[config.mk]
export PLATFORM = sky130hd
export DESIGN_NAME = seq_adder_ctrl
export DESIGN_NICKNAME = d
export VERILOG_FILES = /design/src/rtl/seq_adder_pkg.sv /design/src/rtl/cla4_slice.sv /design/src/rtl/seq_adder_ctrl.sv
export SDC_FILE = /design/constraint.sdc
export NUM_CORES = 1
export LEC_CHECK = 0
export CAP_MARGIN = 20
export CORE_ASPECT_RATIO = 1.1
export CORE_MARGIN = 2
export CORE_UTILIZATION = 55
export DETAILED_ROUTE_END_ITERATION = 8
export DONT_BUFFER_PORTS = 1
export PLACE_DENSITY = 0.74
export SLEW_MARGIN = 0
export SYNTH_ARGS = -nofsm -noshare
export SYNTH_HDL_FRONTEND = slang
export SYNTH_SLANG_ARGS = --single-unit
[constraint.sdc]
create_clock -name clk -period 3.84 [get_ports clk]
set_input_delay 0.768 -clock clk [delete_from_list [all_inputs] [get_ports clk]]
set_output_delay 0.768 -clock clk [all_outputs]
set_load 0.005 [all_outputs]
[src/rtl/seq_adder_pkg.sv]
// -----------------------------------------------------------------------------
// seq_adder_pkg
// Shared definitions for the nibble-serial adder controller.
//   state_t      : controller FSM encoding (IDLE, RUN, DONE)
//   NIB_W        : width of one adder slice (4 bits)
//   MAX_NIBBLES  : largest supported operand length in slices
//   IDX_W        : width of the nibble index, sized for MAX_NIBBLES
// -----------------------------------------------------------------------------
package seq_adder_pkg;

    localparam int NIB_W       = 4;
    localparam int MAX_NIBBLES = 8;
    localparam int IDX_W       = $clog2(MAX_NIBBLES);

    typedef enum logic [1:0] {
        IDLE = 2'd0,
        RUN  = 2'd1,
        DONE = 2'd2
    } state_t;

endpackage

[src/rtl/cla4_slice.sv]
// -----------------------------------------------------------------------------
// cla4_slice
// 4-bit carry-lookahead adder slice, purely combinational.
// Ports:
//   A, B  in  [NIB_W-1:0]  addends
//   cin   in  1            carry in
//   Y     out [NIB_W-1:0]  sum
//   cout  out 1            carry out
// -----------------------------------------------------------------------------
module cla4_slice
    import seq_adder_pkg::*;
(
    input  logic [NIB_W-1:0] A,
    input  logic [NIB_W-1:0] B,
    input  logic             cin,
    output logic [NIB_W-1:0] Y,
    output logic             cout
);

    logic [NIB_W-1:0] g;
    logic [NIB_W-1:0] p;
    logic [NIB_W-1:0] c;

    assign g = A & B;
    assign p = A ^ B;

    // Every carry is expanded directly from cin so no carry depends on another
    // carry signal (keeps the lookahead flat).
    assign c[0] = cin;
    assign c[1] = g[0] | (p[0] & cin);
    assign c[2] = g[1] | (p[1] & g[0]) | (p[1] & p[0] & cin);
    assign c[3] = g[2] | (p[2] & g[1]) | (p[2] & p[1] & g[0])
                | (p[2] & p[1] & p[0] & cin);
    assign cout = g[3] | (p[3] & g[2]) | (p[3] & p[2] & g[1])
                | (p[3] & p[2] & p[1] & g[0])
                | (p[3] & p[2] & p[1] & p[0] & cin);

    assign Y = p ^ c;

endmodule

[src/rtl/seq_adder_ctrl.sv]
// -----------------------------------------------------------------------------
// seq_adder_ctrl
// Nibble-serial adder: one cla4_slice is reused for NIBBLES cycles to form
// {cout,Y} = A + B + cin.
// Optional feature macro: SEQ_ADDER_SUB_EN adds the 'sub' port; sub=1 at
// acceptance computes A - B (B inverted, carry-in forced to 1).
// Ports:
//   clk, rst_n            clock, synchronous active-low reset
//   in_valid / in_ready   request handshake (A, B, cin, [sub])
//   out_valid / out_ready result handshake (Y, cout)
//   busy                  high whenever the FSM is not IDLE
//   state_dbg             current FSM state, for observation only
//
// Handshakes: a transfer happens on a rising edge where valid && ready are both
// high. in_ready depends only on state, never on in_valid. Once out_valid is
// raised, Y and cout stay stable until the transfer completes.
// -----------------------------------------------------------------------------
module seq_adder_ctrl
    import seq_adder_pkg::*;
#(
    parameter  int NIBBLES = 4,
    localparam int W       = NIB_W * NIBBLES
) (
    input  logic         clk,
    input  logic         rst_n,
    input  logic         in_valid,
    output logic         in_ready,
    input  logic [W-1:0] A,
    input  logic [W-1:0] B,
    input  logic         cin,
`ifdef SEQ_ADDER_SUB_EN
    input  logic         sub,
`endif
    output logic         out_valid,
    input  logic         out_ready,
    output logic [W-1:0] Y,
    output logic         cout,
    output logic         busy,
    output state_t       state_dbg
);

    state_t           state;
    state_t           state_nxt;
    logic [IDX_W-1:0] idx;
    logic             carry;
    logic [W-1:0]     a_q;
    logic [W-1:0]     b_q;
    logic [W-1:0]     y_q;
    logic             cout_q;

    logic             accept;
    logic             last_nib;
    logic [W-1:0]     b_eff;
    logic             c_eff;
    logic [NIB_W-1:0] a_nib;
    logic [NIB_W-1:0] b_nib;
    logic [NIB_W-1:0] sum_nib;
    logic             sum_co;

    assign accept   = in_valid && in_ready;
    assign last_nib = (idx == IDX_W'(NIBBLES - 1));

    // Subtraction is A + ~B + 1; the inverted operand and forced carry are
    // captured once so the serial datapath itself only ever adds.
`ifdef SEQ_ADDER_SUB_EN
    assign b_eff = sub ? ~B : B;
    assign c_eff = sub ? 1'b1 : cin;
`else
    assign b_eff = B;
    assign c_eff = cin;
`endif

    // Select nibble 'idx' of the captured operands.
    always_comb begin
        a_nib = '0;
        b_nib = '0;
        for (int i = 0; i < NIBBLES; i++) begin
            if (idx == IDX_W'(i)) begin
                a_nib = a_q[i*NIB_W +: NIB_W];
                b_nib = b_q[i*NIB_W +: NIB_W];
            end
        end
    end

    cla4_slice u_slice (
        .A    (a_nib),
        .B    (b_nib),
        .cin  (carry),
        .Y    (sum_nib),
        .cout (sum_co)
    );

    // State register
    always_ff @(posedge clk) begin
        if (!rst_n) begin
            state <= IDLE;
        end else begin
            state <= state_nxt;
        end
    end

    // Next-state logic
    always_comb begin
        state_nxt = state;
        unique case (state)
            IDLE:    if (accept)    state_nxt = RUN;
            RUN:     if (last_nib)  state_nxt = DONE;
            DONE:    if (out_ready) state_nxt = IDLE;
            default:                state_nxt = IDLE;
        endcase
    end

    // Datapath
    always_ff @(posedge clk) begin
        if (!rst_n) begin
            idx    <= '0;
            carry  <= 1'b0;
            a_q    <= '0;
            b_q    <= '0;
            y_q    <= '0;
            cout_q <= 1'b0;
        end else begin
            unique case (state)
                IDLE: begin
                    if (accept) begin
                        a_q   <= A;
                        b_q   <= b_eff;
                        carry <= c_eff;
                        idx   <= '0;
                    end
                end
                RUN: begin
                    for (int i = 0; i < NIBBLES; i++) begin
                        if (idx == IDX_W'(i)) begin
                            y_q[i*NIB_W +: NIB_W] <= sum_nib;
                        end
                    end
                    carry <= sum_co;
                    if (last_nib) begin
                        cout_q <= sum_co;
                    end else begin
                        idx <= idx + 1'b1;
                    end
                end
                default: begin
                    // DONE: result held until the consumer takes it
                end
            endcase
        end
    end

    assign in_ready  = (state == IDLE);
    assign out_valid = (state == DONE);
    assign busy      = (state != IDLE);
    assign Y         = y_q;
    assign cout      = cout_q;
    assign state_dbg = state;

endmodule

**After elaboration in Yosys (flattened, before gate mapping)**

Index checks and enable logic that the tools add are counted.

- Shifts and indexed selects: 0
- Bitwise operators: 29
- Equal/unequal tests: 9
- Mux-type cells: 17
- $add $sub $neg: 1
- Divide/modulo/power cells: 0
- Order comparisons: 0
- Reductions and logical operators: 13
- $mul: 0

Operator list:

| operator | number |
|---|---|
| 2-to-1 mux 4 bit | 8 |
| AND 1 bit | 16 |
| AND reduction 2 bit | 6 |
| bitwise OR 1 bit | 10 |
| bitwise XOR 4 bit | 2 |
| equality test 3 x 2 -> 1 bit (second input constant) | 2 |
| 2-to-1 mux 2 bit | 3 |
| 2-to-1 mux 3 bit | 2 |
| case mux 2 bit (3 select lines) | 1 |
| case mux 3 bit (2 select lines) | 1 |
| AND reduction 3 bit | 2 |
| AND 4 bit | 1 |
| != test 2 x 1 -> 1 bit (second input constant) | 2 |
| != test 2 bit (second input constant) | 2 |
| nonzero test 2 bit | 2 |
| adder 3 x 1 -> 3 bit (second input constant) | 1 |
| equality test 3 x 1 -> 1 bit (second input constant) | 1 |
| zero test 3 bit | 1 |
| equality test 2 x 1 -> 1 bit (second input constant) | 1 |
| equality test 2 bit (second input constant) | 1 |
| zero test 2 bit | 1 |
| case mux 1 bit (2 select lines) | 1 |
| logical AND 1 bit | 1 |
| 2-to-1 mux 1 bit | 1 |

- Memory bits (writable): 0
- Register bits after elaboration: 55
- ROM bits: 0
- Bits of input ports: 37
- Word-level logic and storage cells: 79
- Memories: 0
- Bits in latches: 0

**Depth between registers and ports, before layout**

Gate-level depths: netlist of run 1.

- Depth after elaboration: 12
- Mapped depth: 12
- Gate-level depth less buffers: 10

**Cells and area by module**

A second synthesis of run 1 with hierarchy kept.

- Cells, all modules: 299
- Area total of the unflattened synthesis: 2648.8 um^2

By module, submodules not included:

| module | cells an instance | sequential area each (um^2) | area an instance (um^2) | instances |
|---|---|---|---|---|
| seq_adder_ctrl | 282 | 1101.1 | 2501.1 | 1 |
| cla4_slice | 17 | 0.0 | 147.6 | 1 |

**Least setup slack after synthesis of run 1**

OpenSTA, ideal clock, no wires.

- Kind: register to register
- Start: register idx[0]
- End: register y_q[10] (netlist: Y[10])
- Setup slack: 1349 ps
- Stages on the path, launching flop included: 10
- Data arrival time: 2353 ps
- Cells stage by stage: dfxtp_1 > ha_1 > ha_1 > clkbuf_1 > nor2_1 > a32o_1 > ha_1 > a21o_1 > a211oi_1 > o22ai_1

- Word-level cells in the longest chain between the ends: 10
- Elaborated cells on any way between the ends: 21

RTL lines:

| item | RTL line | source |
|---|---|---|
| from (decl) | seq_adder_ctrl.sv:44 | `logic [IDX_W-1:0] idx;` |
| from (signal assigned) | seq_adder_ctrl.sv:142 | `idx <= idx + 1'b1;` |
| zero test 3 bit | seq_adder_ctrl.sv:78 | `if (idx == IDX_W'(i)) begin` |
| 2-to-1 mux 4 bit (4 in a row) | seq_adder_ctrl.sv:78 |  |
| bitwise XOR 4 bit or AND 4 bit (tied branches) | cla4_slice.sv:25, cla4_slice.sv:24 |  |
| AND 1 bit | cla4_slice.sv:31 | `assign c[2] = g[1] \| (p[1] & g[0]) \| (p[1] & p[0] & cin);` |
| bitwise OR 1 bit or AND 1 bit (tied branches) | cla4_slice.sv:31 |  |
| bitwise OR 1 bit | cla4_slice.sv:31 |  |
| bitwise XOR 4 bit | cla4_slice.sv:38 | `assign Y = p ^ c;` |
| to (signal, indexed assignment) | seq_adder_ctrl.sv:135 | `y_q[i*NIB_W +: NIB_W] <= sum_nib;` |
| to (decl) | seq_adder_ctrl.sv:48 | `logic [W-1:0] y_q;` |

Several ways; a longest one is shown, not always the timed one.
A chain may end at the register's enable or synchronous reset.

**Worst setup path in the final report of run 1**

- Start: register idx[1]
- End: register y_q[2] (netlist: Y[2])

- Word-level cells in the longest chain between the ends: 10
- Elaborated cells on any way between the ends: 21

RTL lines:

| item | RTL line |
|---|---|
| zero test 3 bit | seq_adder_ctrl.sv:78, seq_adder_ctrl.sv:134 |
| 2-to-1 mux 4 bit (4 in a row) | seq_adder_ctrl.sv:78 |
| bitwise XOR 4 bit or AND 4 bit (tied branches) | cla4_slice.sv:25, cla4_slice.sv:24 |
| AND 1 bit | cla4_slice.sv:31 |
| bitwise OR 1 bit or AND 1 bit (tied branches) | cla4_slice.sv:31 |
| bitwise OR 1 bit | cla4_slice.sv:31 |
| bitwise XOR 4 bit | cla4_slice.sv:38 |

Several ways; a longest one is shown, not always the timed one.

==> results.py, run 1 <==
metrics = {
    "timing": {
        "period_needed_ps": 2825,
        "finClkSkew_ps": 6.446,
        "slew_headroom": 0.5956,
        "rsz0062_at_grt": "no",
        "fin_hold_ws_ps": 466.2,
        "min_period_over_period": 0.7356,
        "slew_viol_final": 0,
        "setup_viol": 0,
        "hold_viol": 0,
        "clock.fmax_mhz": 354.0,
        "finalSetupTns_ps": 0,
        "worst_pin_slew_ps": 604.4,
    },
    "clock_tree": {
        "path_clk_slew_ps": 90,
        "clock_latency_ps": 300,
        "ctsLongestPathBuffers": 2,
        "post-cts-setup-buffer-count": 0,
        "cts_root_buf": "clkbuf_8",
        "post_cts_resized": 0,
        "numCtsBuffers": 5,
        "postCtsHoldBufs": 0,
        "tritoncts": "done",
        "cts.sink_count": 55,
        "htree_levels": 2,
    },
    "drt": {
        "maxUsedRoutingLayer": "met4",
        "routed_wl_um": 5302,
        "drtAntennaViolNets": 0,
        "wl_met1_um": 2436,
        "first_pass_iters": 4,
        "via_count": 1990,
        "post_drt_via_cell_ratio": 5.653,
        "drc": 0,
        "dr_wl_met3_um": 247,
        "wl_met2_um": 2574,
        "wire_per_inst_um": 15.06,
        "drt-initial-drc-count": 121,
    },
    "floorplanning": {
        "die_y_um": 76.36,
        "die_x_um": 69.78,
        "design.die.area_um2": 5328,
        "ios": 59,
        "core_area_um2": 4619,
        "initial_core_util": 0.5666,
        "row_count": 26,
    },
    "critical_path": {
        "worstPathRequired_ps": 4010,
        "worstSetupPathType": "flop to flop",
        "worstPathArrival_ps": 3000,
        "slowest_stage": "a211oi_1",
        "cp_common_cell": "ha_1",
        "critPathBufInv": 0,
        "worst_setup_path_end_kind": "flop",
        "crit_path_max_incr_delay_ps": 510,
        "path_cells": "ha_1 -> ha_1 -> nor2_1 -> a32o_1 -> ha_1 -> a21o_1 -> a211oi_1 -> o22ai_1",
        "critical-path-top-delay-family": "compound AO/OA/AOI/OAI gates",
        "critPathLaunchType": "flop",
        "critPathMaxFanout": 11,
    },
    "power_and_ir_drop": {
        "leakage_nw": 1.008,
        "ir_drop_uv": 238.2,
        "power_density_nw_per_um2": 403.8,
    },
    "global_route": {
        "globalRouteOverflowTotal": 0,
        "grt_pass1_wl_um": 9066,
        "grt_pass1_vias": 1888,
        "antenna_found_initial": 0,
        "grt_usage": 0.2081,
        "grt_max_degree": 60,
    },
    "yosys": {
        "seq_area_frac_synth": 0.4207,
        "synth.distinct_cells": 37,
        "yosys.area.top_type": "dfxtp_1",
        "synthTopCellsByArea": "dfxtp_1, nand2_1, a21boi_0",
        "synth-seq-cells": 55,
        "synth_top_cell_area_share": 0.4207,
        "yosysWarnings": 0,
        "syn_nets": 356,
        "syn_inst": 309,
        "synth.avg_cell_area_um2": 8.471,
        "netlist_area_um2": 2618,
    },
    "layout": {
        "final_net_count": 343,
        "drive_gt1_frac": 0.04392,
        "n_fill_cell": 453,
        "antenna_cells": 0,
        "syn_to_final_growth_pct": 2.103,
        "layout_common_cells": "nand2_1, dfxtp_1, a21boi_0, nand2b_1, nor2b_1",
        "layout_commonest_cell": "nand2_1",
    },
    "placed_design": {
        "numPortBuffers": 0,
        "routabilityCongestion": 0.8863,
        "dpl.hpwl_um": 3826,
    },
    "flow_run": {
        "maxCapViolations": 0,
    },
    "status": {
        "outcome": "completed",
    },
    "min_path": {
        "hold_class": "flop to flop",
    },
}
[path summary, 6_finish.rpt]
kind         startpoint       to  slack, ps  cells after the start
max              idx[1]     Y[2]       1020                      8
min             b_q[14]  b_q[14]        470                      2
max reg2reg      idx[1]     Y[2]       1020                      8
min reg2reg     b_q[14]  b_q[14]        470                      2
[state kept, by name, summed over array words and instances (netlist names)]
name,cells
cout,1
state_dbg,2
carry,1
idx,3
Y,16
b_q,16
a_q,16
[area by class of cell]
class | instances | area, µm² | share of cell area
multi-input cells | 226 | 1380 | 0.5164
flip-flops and latches | 55 | 1101 | 0.4120
clock buffers | 6 | 82.58 | 0.03090
repair buffers | 1 | 7.507 | 0.002809
well taps | 56 | 70.07 | 0.02622
inverters | 7 | 26.28 | 0.009831
clock inverters | 1 | 5.005 | 0.001873
[where the power goes]
| group | switching (mW) | internal, mW |
|---|---|---|
| sequential | 0.0208 | 0.599 |
| clock | 0.172 | 0.142 |
| combinational | 0.0849 | 0.0613 |
[cell families after synthesis]
kind of cell	after synthesis	synth area share
flip-flops	55	0.4207
multiplexers	4	0.01530
adder cells (fa/ha/maj)	10	0.05067
XOR/XNOR	1	0.003347
AND/OR/NAND/NOR	128	0.2304
AO/OA/AOI/OAI	83	0.2275
buffers and inverters	28	0.05211
[layer usage]
| layer | global-route usage | vias up |
|---|---|---|
| li1 | - | 1025 |
| met1 | 0.2649 | 912 |
| met2 | 0.3524 | 48 |
| met3 | 0.05291 | 5 |
| met4 | 0.05192 | 0 |
| met5 | 0 | - |
[cells in the mapped netlist (all sizes together)]
cell type  count
o21bai         1
a31oi          2
and2           2
nand3          4
nand2         82
and3           3
o21a           1
a21boi        36
xnor2          1
a21o           2
o211a          4
clkbuf        10
nor3b          2
buf           11
o211ai         2
nor2           4
nor3           1
dfxtp         55
ha             9
a211oi         2
a22oi          1
inv            7
nand2b        12
a32o           8
mux2i          4
a21oi         10
o21ai         10
o22ai          4
fa             1
nand4          5
nor2b         12
or2            1
[through the flow]
step / cells / power, mW / util / worst slack (ps) / cell area, µm²
after floorplan: 309 / 0.7547 / - / 1349 / 2618
after global placement: 345 / 0.7745 / 0.5596 / 1222 / 2585
after detailed placement: 345 / 0.7791 / 0.5596 / 1086 / 2585
after CTS: 352 / 1.089 / 0.5785 / 1039 / 2673
after global routing: 352 / 1.128 / 0.5785 / 789.3 / 2673
final: 352 / 1.079 / 0.5785 / 1015 / 2673
[worst min-delay path: stages, from the launching register on]
cell and delay, ps:
dfxtp_1 320, nand2_1 50, a21boi_1 50
No activity file was read; power rests on OpenSTA's default activity.
==> run 2, diff against run 1 <==
Settings changed: PLACE_DENSITY 0.74 to 0.77.
Clock period 3.84 ns to 2.5 ns, I/O delays scaled along.
==> results.py, run 2 (synthesis gave the netlist of run 1 again) <==
metrics = {
    "status": {
        "outcome": "completed",
    },
    "clock_tree": {
        "htree_levels": 2,
        "cts.sink_count": 55,
        "path_clk_slew_ps": 90,
        "numCtsBuffers": 5,
        "ctsLongestPathBuffers": 2,
        "tritoncts": "done",
        "postCtsHoldBufs": 0,
        "clock_latency_ps": 300,
        "cts_root_buf": "clkbuf_8",
    },
    "critical_path": {
        "path_cells": "inv_2 -> ha_4 -> clkbuf_4 -> nand2b_1 -> a32o_1 -> ha_1 -> a21o_1 -> a211oi_1 -> buf_4 -> o22ai_1",
        "critPathLaunchType": "flop",
        "worst_setup_path_end_kind": "flop",
        "crit_path_max_incr_delay_ps": 360,
        "worstPathRequired_ps": 2680,
        "worstPathArrival_ps": 2550,
        "worstSetupPathType": "flop to flop",
        "slowest_stage": "dfxtp_2",
        "reg2reg_to": "Y[10]",
        "critPathMaxFanout": 9,
        "r2r-start": "idx[0]",
        "r2r_cells": 10,
        "rrSetupSlack_ps": 130,
        "crit_start": "idx[0]",
    },
    "floorplanning": {
        "ios": 59,
        "row_count": 26,
        "core_area_um2": 4619,
        "die_x_um": 69.78,
        "die_y_um": 76.36,
        "initial_core_util": 0.5666,
        "design.die.area_um2": 5328,
    },
    "min_path": {
        "worstHoldStart": "rst_n",
        "min_path_cells": 1,
        "min_to": "state_dbg[1]",
        "hold_class": "primary input to flop",
    },
    "drt": {
        "drtAntennaViolNets": 0,
        "wire_per_inst_um": 14.59,
        "routed_wl_um": 5266,
        "first_pass_iters": 4,
        "post_drt_via_cell_ratio": 5.648,
        "drt-initial-drc-count": 79,
        "via_count": 2039,
        "drc": 0,
    },
    "global_route": {
        "grt_max_degree": 60,
        "globalRouteOverflowTotal": 0,
        "grt_pass1_wl_um": 8673,
        "antenna_found_initial": 0,
        "grt_pass1_vias": 1929,
        "grt_usage": 0.2019,
    },
    "layout": {
        "instances_no_fill": 361,
        "layout_common_cells": "nand2_1, dfxtp_1, a21boi_0, nand2b_1, nor2b_1",
        "final_net_count": 351,
        "antenna_cells": 0,
        "drive_gt1_frac": 0.1115,
        "postLayoutCoreUtil": 0.6059,
        "layout_commonest_cell": "nand2_1",
        "syn_to_final_growth_pct": 6.931,
    },
    "flow_run": {
        "maxCapViolations": 0,
    },
    "timing": {
        "hold_viol": 0,
        "period_needed_ps": 2366,
        "min_period_over_period": 0.9466,
        "clock.fmax_mhz": 422.6,
        "slew_headroom": 0.6194,
        "finClkSkew_ps": 3.819,
        "slew_viol_final": 0,
        "finalSetupTns_ps": 0,
        "worst_pin_slew_ps": 568.9,
        "setup_viol": 0,
    },
    "placed_design": {
        "dp_cells": 350,
        "numPortBuffers": 0,
        "routabilityCongestion": 0.8452,
        "dpl.hpwl_um": 3764,
    },
    "power_and_ir_drop": {
        "leakage_nw": 1.061,
        "ir_drop_uv": 311.5,
        "power_density_nw_per_um2": 597.7,
    },
}
run 2: worst max-delay path by stage:
stage,to,slack [ps],cells past startpoint
2_1_floorplan,Y[10],9,9
3_3_place_gp,Y[5],60,9
3_5_place_dp,Y[15],-30,10
4_1_cts,Y[15],90,10
5_1_grt,carry,-8,10
6_report,Y[10],130,10
run 2: critical path, delay by kind of cell (launching register included):
family,cells,cell delay [ps]
compound gates,4,820
fa+ha+maj,2,520
buf+inv,3,470
flops,1,360
simple gates,1,70
run 2: per-stage QoR:
| stage | setup WS (ps) | hold slack (ps) | total power [mW] | area (µm²) |
|---|---|---|---|---|
| finish | 133.5 | 310.7 | 1.673 | 2799 |
| global placement | 61.29 | 448.0 | 1.195 | 2623 |
| detailed placement | -32.68 | 457.1 | 1.203 | 2623 |
| CTS | 88.01 | 306.5 | 1.658 | 2709 |
| global route | -8.468 | 306.5 | 1.755 | 2799 |
| floorplan | 8.715 | 434.4 | 1.159 | 2618 |
run 2: cell type report:
type / count / area, µm²
fill: 429 / 1821
inverter: 7 / 26.28
clock inverter: 1 / 5.005
clock buffer: 7 / 76.32
tap: 56 / 70.07
sequential: 55 / 1106
multi-input combinational: 226 / 1444
timing repair buffer: 9 / 71.32
run 2: power by group:
part	total (mW)	internal, mW	switching [mW]
logic	0.257	0.119	0.138
registers	0.951	0.919	0.0320
clock network	0.465	0.197	0.268
total	1.67	1.24	0.438
run 2: what timing repair did:
action | in CTS | in global routing
gates resized for setup | 2 | 22
setup endpoints to repair | 14 | 14
gates cloned | 0 | 0
pin swaps | 0 | 6
setup buffers | 0 | 3
run 2: metal layers:
layer | vias to the layer above | GRT usage | share of wire | routed length (µm)
li1 | 1043 | - | - | -
met1 | 934 | 0.2445 | 0.43 | 2250
met2 | 52 | 0.3467 | 0.50 | 2628
met3 | 10 | 0.05159 | 0.055 | 287
met4 | 0 | 0.06923 | 0.019 | 99
met5 | - | 0 | 0 | 0
==> run 3, diff against run 2 <==
Settings changed: CTS_BUF_LIST set to sky130_fd_sc_hd__clkbuf_4 sky130_fd_sc_hd__clkbuf_8 sky130_fd_sc_hd__clkbuf_16, TNS_END_PERCENT set to 1.
==> results.py, run 3 (synthesis gave the netlist of run 1 again) <==
metrics = {
    "status": {
        "outcome": "completed",
    },
    "critical_path": {
        "worstSetupPathType": "flop to flop",
        "critPathLaunchType": "flop",
        "reg2reg_to": "Y[10]",
        "worst_setup_path_end_kind": "flop",
        "r2r_cells": 10,
        "critPathMaxFanout": 9,
        "worstPathRequired_ps": 2680,
        "rrSetupSlack_ps": 130,
        "worstPathArrival_ps": 2550,
        "r2r-start": "idx[0]",
    },
    "floorplanning": {
        "die_x_um": 69.78,
        "ios": 59,
        "row_count": 26,
        "core_area_um2": 4619,
        "die_y_um": 76.36,
        "initial_core_util": 0.5666,
        "design.die.area_um2": 5328,
    },
    "placed_design": {
        "routabilityCongestion": 0.8452,
        "dpl.hpwl_um": 3764,
        "place_area_um2": 2623,
        "place_ws_ps": -32.68,
        "numPortBuffers": 0,
    },
    "power_and_ir_drop": {
        "power_density_nw_per_um2": 603.4,
        "ir_drop_uv": 311.6,
        "leakage_nw": 1.068,
        "total_power_mw": 1.694,
    },
    "layout": {
        "final_net_count": 351,
        "layout_commonest_cell": "nand2_1",
        "antenna_cells": 0,
        "syn_to_final_growth_pct": 7.218,
        "drive_gt1_frac": 0.1180,
        "layout_common_cells": "nand2_1, dfxtp_1, a21boi_0, nand2b_1, nor2b_1",
        "final_area_um2": 2806,
    },
    "timing": {
        "slew_viol_final": 0,
        "worst_pin_slew_ps": 568.9,
        "min_period_over_period": 0.9483,
        "slew_headroom": 0.6194,
        "finClkSkew_ps": 3.853,
        "clock.fmax_mhz": 421.8,
        "setup_viol": 0,
        "hold_viol": 0,
        "period_needed_ps": 2371,
        "worst_slack_ps": 129.3,
    },
    "drt": {
        "via_count": 2044,
        "post_drt_via_cell_ratio": 5.662,
        "drc": 0,
        "wire_per_inst_um": 14.60,
        "routed_wl_um": 5270,
        "drtAntennaViolNets": 0,
        "drt-initial-drc-count": 58,
        "first_pass_iters": 4,
    },
    "min_path": {
        "hold_class": "primary input to flop",
        "worstHoldStart": "rst_n",
        "min_to": "state_dbg[1]",
        "min_path_cells": 1,
    },
    "clock_tree": {
        "htree_levels": 2,
        "path_clk_slew_ps": 90,
        "postCtsHoldBufs": 0,
        "ctsLongestPathBuffers": 2,
        "tritoncts": "done",
        "cts.sink_count": 55,
        "cts_root_buf": "clkbuf_8",
        "clock_latency_ps": 300,
        "numCtsBuffers": 5,
    },
    "global_route": {
        "grt_usage": 0.2024,
        "grt_pass1_vias": 1931,
        "grt_max_degree": 60,
        "grt_pass1_wl_um": 8694,
        "antenna_found_initial": 0,
        "globalRouteOverflowTotal": 0,
    },
    "flow_run": {
        "maxCapViolations": 0,
    },
}
==> run 3: changes by cell type in the layout (fill, tap and decap cells not counted) <==
cell and change:
clkbuf_4 +2, clkbuf_1 -2
==> run 3: worst max path at each step <==
stage                 from  cells after the start  slack, ps    end
finish              idx[0]                     10        130  Y[10]
global route        idx[0]                     10         -8  carry
CTS                 idx[0]                     10         90  Y[15]
detailed placement  idx[0]                     10        -30  Y[15]
global placement    idx[0]                      9         60   Y[5]
floorplan           idx[0]                      9          9  Y[10]
==> run 3: layout make-up <==
cell class,instances,area [µm²]
clock inverter,1,5.005
multi-input combinational,226,1444
fill,430,1813
tap,56,70.07
timing repair buffer,9,71.32
clock buffer,7,83.83
inverter,7,26.28
sequential,55,1106
==> run 3: worst max-delay path, cell delays in order, from the launching register on <==
cell      delay (ps)
dfxtp_2          360
inv_2            100
ha_4             200
clkbuf_4         200
nand2b_1          70
a32o_1           290
ha_1             320
a21o_1           210
a211oi_1         260
buf_4            170
o22ai_1           60
==> run 3: per-stage QoR <==
step | instances | hold WS, ps | utilization | TNS, ps
2_1_floorplan | 309 | 434.4 | - | 0
3_3_place_gp | 350 | 448.0 | 0.5677 | 0
3_5_place_dp | 350 | 457.1 | 0.5677 | -173.5
4_1_cts | 358 | 306.3 | 0.5880 | 0
5_1_grt | 361 | 306.4 | 0.6075 | -8.333
6_report | 361 | 312.3 | 0.6075 | 0
==> run 3: power breakdown <==
part           leakage [nW]  switching [mW]  internal [mW]
registers             0.450          0.0321          0.919
logic                 0.569           0.138          0.119
clock network        0.0491           0.267          0.219
==> run 3: layer usage <==
metal | vias up | global-route usage | part of all wire
met5 | - | 0 | 0
met4 | 0 | 0.06923 | 0.018
met3 | 10 | 0.05159 | 0.054
met2 | 55 | 0.3467 | 0.50
met1 | 935 | 0.2462 | 0.43
li1 | 1044 | - | -
==> run 3: timing repair <==
item                                    CTS  global route
pin swaps                                 0             6
gates cloned                              0             0
endpoints found under the setup margin   14            14
resized for setup                         2            22
buffers inserted                          0             3
